`config.mk`:
```
export PLATFORM = sky130hd
export DESIGN_NAME = game_report_tx
export DESIGN_NICKNAME = d
export VERILOG_FILES = /design/src/rtl/game_report_tx.sv
export SDC_FILE = /design/constraint.sdc
export NUM_CORES = 1
export LEC_CHECK = 0
export CORE_UTILIZATION = 55
export CTS_CLUSTER_DIAMETER = 200
export DETAILED_ROUTE_END_ITERATION = 7
export GPL_ROUTABILITY_DRIVEN = 0
export GPL_TIMING_DRIVEN = 0
export PLACE_DENSITY = 0.78
export RECOVER_POWER = 100
export SLEW_MARGIN = 40
export SYNTH_ARGS = -nofsm -noshare
export SYNTH_HDL_FRONTEND = slang
export SYNTH_SLANG_ARGS = --single-unit
```
`constraint.sdc`:
```
create_clock -name clk_cnt -period 5.8 [get_ports clk_cnt]
set_input_delay 1.45 -clock clk_cnt [delete_from_list [all_inputs] [get_ports clk_cnt]]
set_output_delay 1.45 -clock clk_cnt [all_outputs]
set_load 0.05 [all_outputs]
```
`src/rtl/game_report_tx.sv`:
```
// Game status reporter: snapshots game inputs on change and streams a fixed
// 16-byte ASCII line ("Sx Tdddd Fhhhh\r\n") to a byte-wide UART transmitter.
module game_report_tx #(
    parameter int unsigned MIN_GAP = 0
) (
    input  logic        clk_cnt,
    input  logic        rst_n,
    input  logic [1:0]  game_state,
    input  logic [15:0] card_find,
    input  logic [11:0] left_time,
    output logic [7:0]  tx_data,
    output logic        tx_valid,
    input  logic        tx_ready,
    output logic        busy,
    output logic [7:0]  msg_cnt
);

    localparam int unsigned GAP_W    = (MIN_GAP > 1) ? $clog2(MIN_GAP) : 1;
    localparam int unsigned GAP_LAST = (MIN_GAP > 0) ? MIN_GAP - 1 : 0;

    typedef enum logic [1:0] {S_IDLE, S_CONV, S_SEND, S_GAP} state_t;

    state_t             state, state_nxt;
    logic               first_flag;
    logic [1:0]         snap_gs;
    logic [15:0]        snap_cf;
    logic [11:0]        snap_lt;
    logic [15:0]        bcd;
    logic [15:0]        bcd_adj;
    logic [11:0]        conv_bin;
    logic [3:0]         conv_cnt;
    logic [3:0]         byte_idx;
    logic [GAP_W-1:0]   gap_cnt;
    logic [7:0]         msg_byte;
    logic               start;
    logic               xfer;
    logic               last_byte;

    function automatic logic [7:0] hex_ascii(input logic [3:0] n);
        return (n < 4'd10) ? (8'h30 + {4'h0, n}) : (8'h37 + {4'h0, n});
    endfunction

    assign start     = first_flag ||
                       ({game_state, card_find, left_time} != {snap_gs, snap_cf, snap_lt});
    assign tx_valid  = (state == S_SEND);
    assign busy      = (state != S_IDLE);
    assign xfer      = tx_valid && tx_ready;
    assign last_byte = (byte_idx == 4'd15);
    assign tx_data   = tx_valid ? msg_byte : 8'h00;

    // Double-dabble: any BCD digit >= 5 gets +3 before the next left shift.
    always_comb begin
        for (int i = 0; i < 4; i++) begin
            bcd_adj[i*4 +: 4] = (bcd[i*4 +: 4] >= 4'd5) ? bcd[i*4 +: 4] + 4'd3 : bcd[i*4 +: 4];
        end
    end

    always_comb begin
        // NOTE: default first so every path assigns msg_byte and no latch is inferred.
        msg_byte = 8'h00;
        case (byte_idx)
            4'd0:    msg_byte = 8'h53;
            4'd1:    msg_byte = {6'b001100, snap_gs};
            4'd2:    msg_byte = 8'h20;
            4'd3:    msg_byte = 8'h54;
            4'd4:    msg_byte = {4'h3, bcd[15:12]};
            4'd5:    msg_byte = {4'h3, bcd[11:8]};
            4'd6:    msg_byte = {4'h3, bcd[7:4]};
            4'd7:    msg_byte = {4'h3, bcd[3:0]};
            4'd8:    msg_byte = 8'h20;
            4'd9:    msg_byte = 8'h46;
            4'd10:   msg_byte = hex_ascii(snap_cf[15:12]);
            4'd11:   msg_byte = hex_ascii(snap_cf[11:8]);
            4'd12:   msg_byte = hex_ascii(snap_cf[7:4]);
            4'd13:   msg_byte = hex_ascii(snap_cf[3:0]);
            4'd14:   msg_byte = 8'h0D;
            default: msg_byte = 8'h0A;
        endcase
    end

    always_comb begin
        state_nxt = state;
        case (state)
            S_IDLE: if (start) state_nxt = S_CONV;
            S_CONV: if (conv_cnt == 4'd11) state_nxt = S_SEND;
            S_SEND: if (xfer && last_byte) state_nxt = (MIN_GAP == 0) ? S_IDLE : S_GAP;
            S_GAP:  if (gap_cnt == GAP_W'(GAP_LAST)) state_nxt = S_IDLE;
            default: state_nxt = S_IDLE;
        endcase
    end

    always_ff @(posedge clk_cnt or negedge rst_n) begin
        if (!rst_n) begin
            state      <= S_IDLE;
            first_flag <= 1'b1;
            snap_gs    <= '0;
            snap_cf    <= '0;
            snap_lt    <= '0;
            bcd        <= '0;
            conv_bin   <= '0;
            conv_cnt   <= '0;
            byte_idx   <= '0;
            gap_cnt    <= '0;
            msg_cnt    <= '0;
        end else begin
            // NOTE: non-blocking so every register samples pre-edge values, like real flops.
            state <= state_nxt;
            case (state)
                S_IDLE: begin
                    if (start) begin
                        snap_gs  <= game_state;
                        snap_cf  <= card_find;
                        snap_lt  <= left_time;
                        bcd      <= '0;
                        conv_bin <= left_time;
                        conv_cnt <= '0;
                    end
                end
                S_CONV: begin
                    bcd      <= {bcd_adj[14:0], conv_bin[11]};
                    conv_bin <= {conv_bin[10:0], 1'b0};
                    conv_cnt <= conv_cnt + 4'd1;
                    byte_idx <= '0;
                end
                S_SEND: begin
                    if (xfer) begin
                        byte_idx <= byte_idx + 4'd1;
                        if (last_byte) begin
                            msg_cnt    <= msg_cnt + 8'd1;
                            first_flag <= 1'b0;
                            gap_cnt    <= '0;
                        end
                    end
                end
                S_GAP: gap_cnt <= gap_cnt + GAP_W'(1);
                default: ;
            endcase
        end
    end

endmodule

```
After elaboration in Yosys (flattened, before gate mapping):

Index checks and enable logic that the tools add are counted.

* bits in registers: 78
* input port bits: 33
* output and inout bits: 18
* logic and storage cells: 103

* add/subtract/negate cells: 16
* magnitude comparators: 8
* equality and inequality tests: 26
* muxes and demuxes: 26
* reductions and logical operators: 16

Operator list (number)
* one-hot mux 7 bit (14 select lines): 1
* adder 6 x 4 -> 7 bit (first input constant): 8
* equality test 4 bit (second input constant): 9
* one-hot mux 16 bit (2 select lines): 1
* != test 30 bit: 1
* 2-to-1 mux 7 bit: 4
* one-hot mux 12 bit (2 select lines): 1
* 2-to-1 mux 4 bit: 5
* equality test 4 x 3 -> 1 bit (second input constant): 4
* greater-or-equal comparator 4 x 3 -> 1 bit (second input constant): 4
* less-than comparator 4 bit (second input constant): 4
* 2-to-1 mux 16 bit: 1
* one-hot mux 4 bit (2 select lines): 2
* adder 4 x 2 -> 4 bit (second input constant): 3
* 2-to-1 mux 12 bit: 1
* adder 4 x 1 -> 4 bit (second input constant): 2
* adder 8 x 1 -> 8 bit (second input constant): 1
* equality test 4 x 2 -> 1 bit (second input constant): 2
* 2-to-1 mux 2 bit: 4
* 2-to-1 mux 8 bit: 1
* one-hot mux 2 bit (4 select lines): 1
* nonzero test 2 bit: 4
* != test 2 x 1 -> 1 bit (second input constant): 3
* != test 2 bit (second input constant): 3
* other kinds (16): 22

Logic depth before layout (Yosys ltp):

* depth in word-level cells: 5
* mapped depth: 8
* depth with buffers taken out: 7

Least setup slack after synthesis:

No wires, ideal clock.

* path kind: reg2out
* start: register byte_idx[0]
* end: output port tx_data[1]
* arrival: 2.363 ns
* required time: 4.350 ns
* setup slack: 1.987 ns
* cell stages (with the launch flop): 7
* buffers on the path: 1
* cells stage by stage: dfrtp_1 > inv_1 > ha_1 > clkbuf_1 > a2111oi_0 > nor4_1 > a31oi_1

* cells in the longest elaborated chain, start to end: 4
* elaborated cells between the ends (all ways): 18

Ends and longest elaborated chain
* from (decl): RTL line 32 `logic [3:0] byte_idx;`
* from (signal assigned): RTL line 127 `byte_idx <= byte_idx + 4'd1;`
* equality test 4 bit / equality test 4 x 2 -> 1 bit (equally long branches): RTL line 61 `case (byte_idx)`
* OR reduction 2 bit (no source line)
* one-hot mux 7 bit (14 select lines) *: RTL line 61
* 2-to-1 mux 8 bit *: RTL line 49 `assign tx_data = tx_valid ? msg_byte : 8'h00;`
* to (decl): RTL line 11 `output logic [7:0] tx_data,`

Mark *: on every way between the ends. The rest lies on a longest branch, timed or not.

Final worst setup path:

Same ends and word-level chain as after synthesis.

==> qor.txt <==
====================================================================================
Hold_buf cts ..........................................................            0
Detail Placement HPWL .................................................      8290 um
Worst clock skew ......................................................   0.00811 ns
Top post-synthesis cells by area ...................................... sky130_fd_sc_hd__dfrtp_1 41%, sky130_fd_sc_hd__xor2_1 6.9%, sky130_fd_sc_hd__mux2_2 6.5%, sky130_fd_sc_hd__ha_1 4.8%, sky130_fd_sc_hd__a22o_1 3.7%
Outcome ............................................................... complete, no violations
Instance count after placement with tap cells included ................          628
Area fraction of the dominant cell type after synthesis ...............        0.410
Power density of the placed cells .....................................  446 mW/mm^2
Top Ports .............................................................           51
Count of buffering cells on the critical path with inverters included .            3
Number of buffers on the longest clock path ...........................            2
Switching power summed over all nets ..................................   0.000972 W
Fillcell total ........................................................          686
Cell leakage power ....................................................      2.44 nW
Final Max Slew Viols ..................................................            0
CTS tree ..............................................................         done
Final hold vios .......................................................            0
Initial Utilization ...................................................        0.569
Number of clock sinks .................................................           78
Drc violations ........................................................            0
Highest cell delay on the worst timing path ...........................      0.90 ns
Worst IR drop on VDD ..................................................   0.000254 V
RSZ-0062 raised after global routing ..................................        false
Clock buffers created by TritonCTS ....................................            9
Share of the clock period used by the worst path ......................        0.876
Cell type with the highest aggregate area in the netlist .............. sky130_fd_sc_hd__dfrtp_1
H-Tree Depth ..........................................................            3
Post-detailed-route wirelength per cell ...............................      17.8 um
Resized Gates After CTS ...............................................            0
Detailed Routing Iterations Pass 1 ....................................            5
Most used cells in the layout excluding fill and tap cells ............ 77 x sky130_fd_sc_hd__dfrtp_1, 37 x sky130_fd_sc_hd__xor2_1, 30 x sky130_fd_sc_hd__nand2_1, 30 x sky130_fd_sc_hd__clkdlybuf4s50_1, 27 x sky130_fd_sc_hd__mux2_2
Worst R2R Setup Slack .................................................      3.02 ns
Internal power summed over all cells ..................................    0.00149 W
Count of distinct cell types in the synthesized netlist ...............           53
Number of enable-type register cells in the synthesized netlist .......            0
Synthesis-stage register bit count ....................................           78
Setup bufs post-CTS ...................................................            0
Via count .............................................................        3,930
Fin nets ..............................................................          585
Final std cells w/o fill ..............................................          644
Final setup violating endpoints .......................................            0
Number of DRC markers after the initial detailed-route iteration ......          282
Fraction of power spent switching nets ................................        0.395
Clk pin slew, worst setup/hold paths ..................................      0.09 ns
Transition time of the tightest slew-check pin ........................      1.31 ns
Placeable core region ................................................. 0.00826 mm^2
Path category of the worst min-delay check ............................ register to register
Antenna-violating nets left ...........................................            0
Most common library cell in the layout ignoring fill and taps ......... sky130_fd_sc_hd__dfrtp_1
CP Class .............................................................. register to output port
Biggest fanout along the worst timing path ............................           10
Most common flop cell mapped by yosys ................................. sky130_fd_sc_hd__dfrtp_1
Share of total power in the clock network .............................        0.173
First-pass GRT wire length ............................................    18,900 um
Share of flip-flops with an asynchronous set or reset after synthesis .         1.00
Start point of the critical path ......................................  byte_idx[0]
Arrival time worst endpoint ...........................................      3.63 ns
Multi-input combinational cell area ................................... 0.00251 mm^2
Cell row count ........................................................           33
Smallest hold slack ...................................................     0.463 ns
Worst R2R Path Depth ..................................................            7
Average via count per standard cell ...................................         6.10
GRT Total Usage .......................................................        0.280
Syn nets ..............................................................          524
Die Footprint ......................................................... 0.00891 mm^2
Worst path cell trace ................................................. inv_1 > ha_1 > clkbuf_1 > a2111oi_0 > nor4_1 > a31oi_1 > dlygate4sd3_1
Instance count on the critical path ...................................            7
Via count of the first global-routing pass ............................        3,886
Aggregate global routing overflow .....................................            0
Max Cap Violations ....................................................            0
Total negative slack for setup checks .................................         0 ns
Clock network latency to the later pin of the worst-skew pair .........      0.36 ns
Synthesis warning total ...............................................            0
Mean cell area of the mapped netlist ..................................    9.93 um^2
Share of power burned in registers ....................................        0.385
Number of antenna violations at the first check in global routing .....            0
Hold Path Depth .......................................................            1
Cell count after synthesis ............................................          473
Comb power frac .......................................................        0.442
Slowest CP cell ....................................................... sky130_fd_sc_hd__a2111oi_0
Critical path data required time ......................................      4.35 ns
Endpoint of the most critical register-to-register path ...............      bcd[12]
Die span in x .........................................................      94.4 um
Post-route minimum period .............................................      5.08 ns
Pin count of the biggest net entering global routing ..................           58
Layout cell share with drive strength beyond 1 ........................       0.0928
Combined flip-flop and latch cell area ................................ 0.00195 mm^2
Total length of routed wires ..........................................    11,500 um
Upper clock frequency limit ...........................................      197 MHz
Crit-path leading delay family ........................................ buffers and inverters
N_diodes ..............................................................            0
Worst Setup Start Kind ................................................     register
Clock Tree Root ....................................................... sky130_fd_sc_hd__clkbuf_8
Sort of element at the end of the critical path .......................  output port
Port buffer count .....................................................           49
Chip height ...........................................................      94.4 um
Synth Cell Area ....................................................... 0.00470 mm^2
Capture point of the worst path .......................................   tx_data[1]
Relative max-transition margin ........................................        0.126
Sequential share of the synthesized area ..............................        0.416
Startpoint of the worst register-to-register path .....................   snap_cf[6]
Area growth syn-to-layout .............................................        17.5%
====================================================================================
## cell families after synthesis
family                   after synthesis  share of synthesized area
XOR/XNOR                              49                     0.0914
flip-flops                            78                      0.416
multiplexers                          37                     0.0874
other                                  1                   0.000798
adder cells (fa/ha/maj)               18                     0.0479
AND/OR/NAND/NOR                      119                      0.131
AO/OA/AOI/OAI                        117                      0.177
buffers and inverters                 54                     0.0485
## cell type report
cell class | count | area share
plain buffers | 30 | 0.0227
repair buffers | 50 | 0.0927
well taps | 105 | 0.0238
flip-flops and latches | 78 | 0.354
multi-input cells | 341 | 0.454
inverters | 24 | 0.0163
clock buffers | 11 | 0.0256
clock inverters | 5 | 0.0107
## Yosys cell counts (3+ instances only)
cell	n
sky130_fd_sc_hd__a21oi_1	22
sky130_fd_sc_hd__a221o_1	11
sky130_fd_sc_hd__a22o_1	20
sky130_fd_sc_hd__a22oi_1	3
sky130_fd_sc_hd__a31oi_1	8
sky130_fd_sc_hd__and3_1	14
sky130_fd_sc_hd__buf_2	8
sky130_fd_sc_hd__buf_4	4
sky130_fd_sc_hd__clkbuf_1	18
sky130_fd_sc_hd__dfrtp_1	77
sky130_fd_sc_hd__ha_1	18
sky130_fd_sc_hd__inv_1	24
sky130_fd_sc_hd__mux2_1	5
sky130_fd_sc_hd__mux2_2	27
sky130_fd_sc_hd__mux2i_1	5
sky130_fd_sc_hd__nand2_1	30
sky130_fd_sc_hd__nand2b_1	8
sky130_fd_sc_hd__nand3_1	8
sky130_fd_sc_hd__nand4_1	6
sky130_fd_sc_hd__nor2_1	22
sky130_fd_sc_hd__nor2b_1	7
sky130_fd_sc_hd__nor3_1	6
sky130_fd_sc_hd__nor4_1	8
sky130_fd_sc_hd__o21a_1	5
sky130_fd_sc_hd__o21ai_0	21
sky130_fd_sc_hd__o22ai_1	4
sky130_fd_sc_hd__xnor2_1	12
sky130_fd_sc_hd__xor2_1	37
## power by group through the flow
| stage | clock network (W) | registers (W) | logic [W] |
|---|---|---|---|
| 2_1_floorplan | 0 | 0.000902 | 0.000843 |
| 3_3_place_gp | 0 | 0.000942 | 0.00103 |
| 3_5_place_dp | 0 | 0.000953 | 0.00109 |
| 4_1_cts | 0.000431 | 0.000943 | 0.00110 |
| 5_1_grt | 0.000453 | 0.000976 | 0.00121 |
| 6_report | 0.000425 | 0.000949 | 0.00109 |
## per-stage QoR
| step | cell area, um^2 | setup slack, ns | utilization | total power [W] |
|---|---|---|---|---|
| final | 5520 | 0.720 | 0.668 | 0.00246 |
| after global routing | 5520 | 0.589 | 0.668 | 0.00263 |
| after CTS | 5550 | 0.859 | 0.672 | 0.00247 |
| after detailed placement | 5350 | 1.26 | 0.648 | 0.00204 |
| after global placement | 5320 | 0.505 | 0.644 | 0.00198 |
| after floorplan | 4700 | 1.99 | - | 0.00175 |
## registers in the layout, summed over array words and instances, names as in the netlist
signal / count
msg_cnt: 8
conv_cnt: 4
first_flag: 1
snap_gs: 2
snap_lt: 12
gap_cnt: 1
byte_idx: 4
snap_cf: 16
bcd: 16
conv_bin: 12
state: 2
## worst min-delay path by stage
| stage | start | to | slack (ns) |
|---|---|---|---|
| 2_1_floorplan | conv_bin[0] | conv_bin[0] | 0.46 |
| 3_3_place_gp | msg_cnt[7] | msg_cnt[7] | 0.46 |
| 3_5_place_dp | msg_cnt[7] | msg_cnt[7] | 0.46 |
| 4_1_cts | msg_cnt[7] | msg_cnt[7] | 0.48 |
| 5_1_grt | msg_cnt[7] | msg_cnt[7] | 0.49 |
| 6_report | msg_cnt[7] | msg_cnt[7] | 0.46 |
## per-layer routing
metal / global-route usage / share of wire / up-vias
met1: 0.374 / 0.44 / 1906
met4: 0.117 / 0.025 / 0
met5: 0 / 0 / -
li1: - / - / 1826
met2: 0.443 / 0.47 / 170
met3: 0.0564 / 0.068 / 28
(Power assumes the default switching activity.)
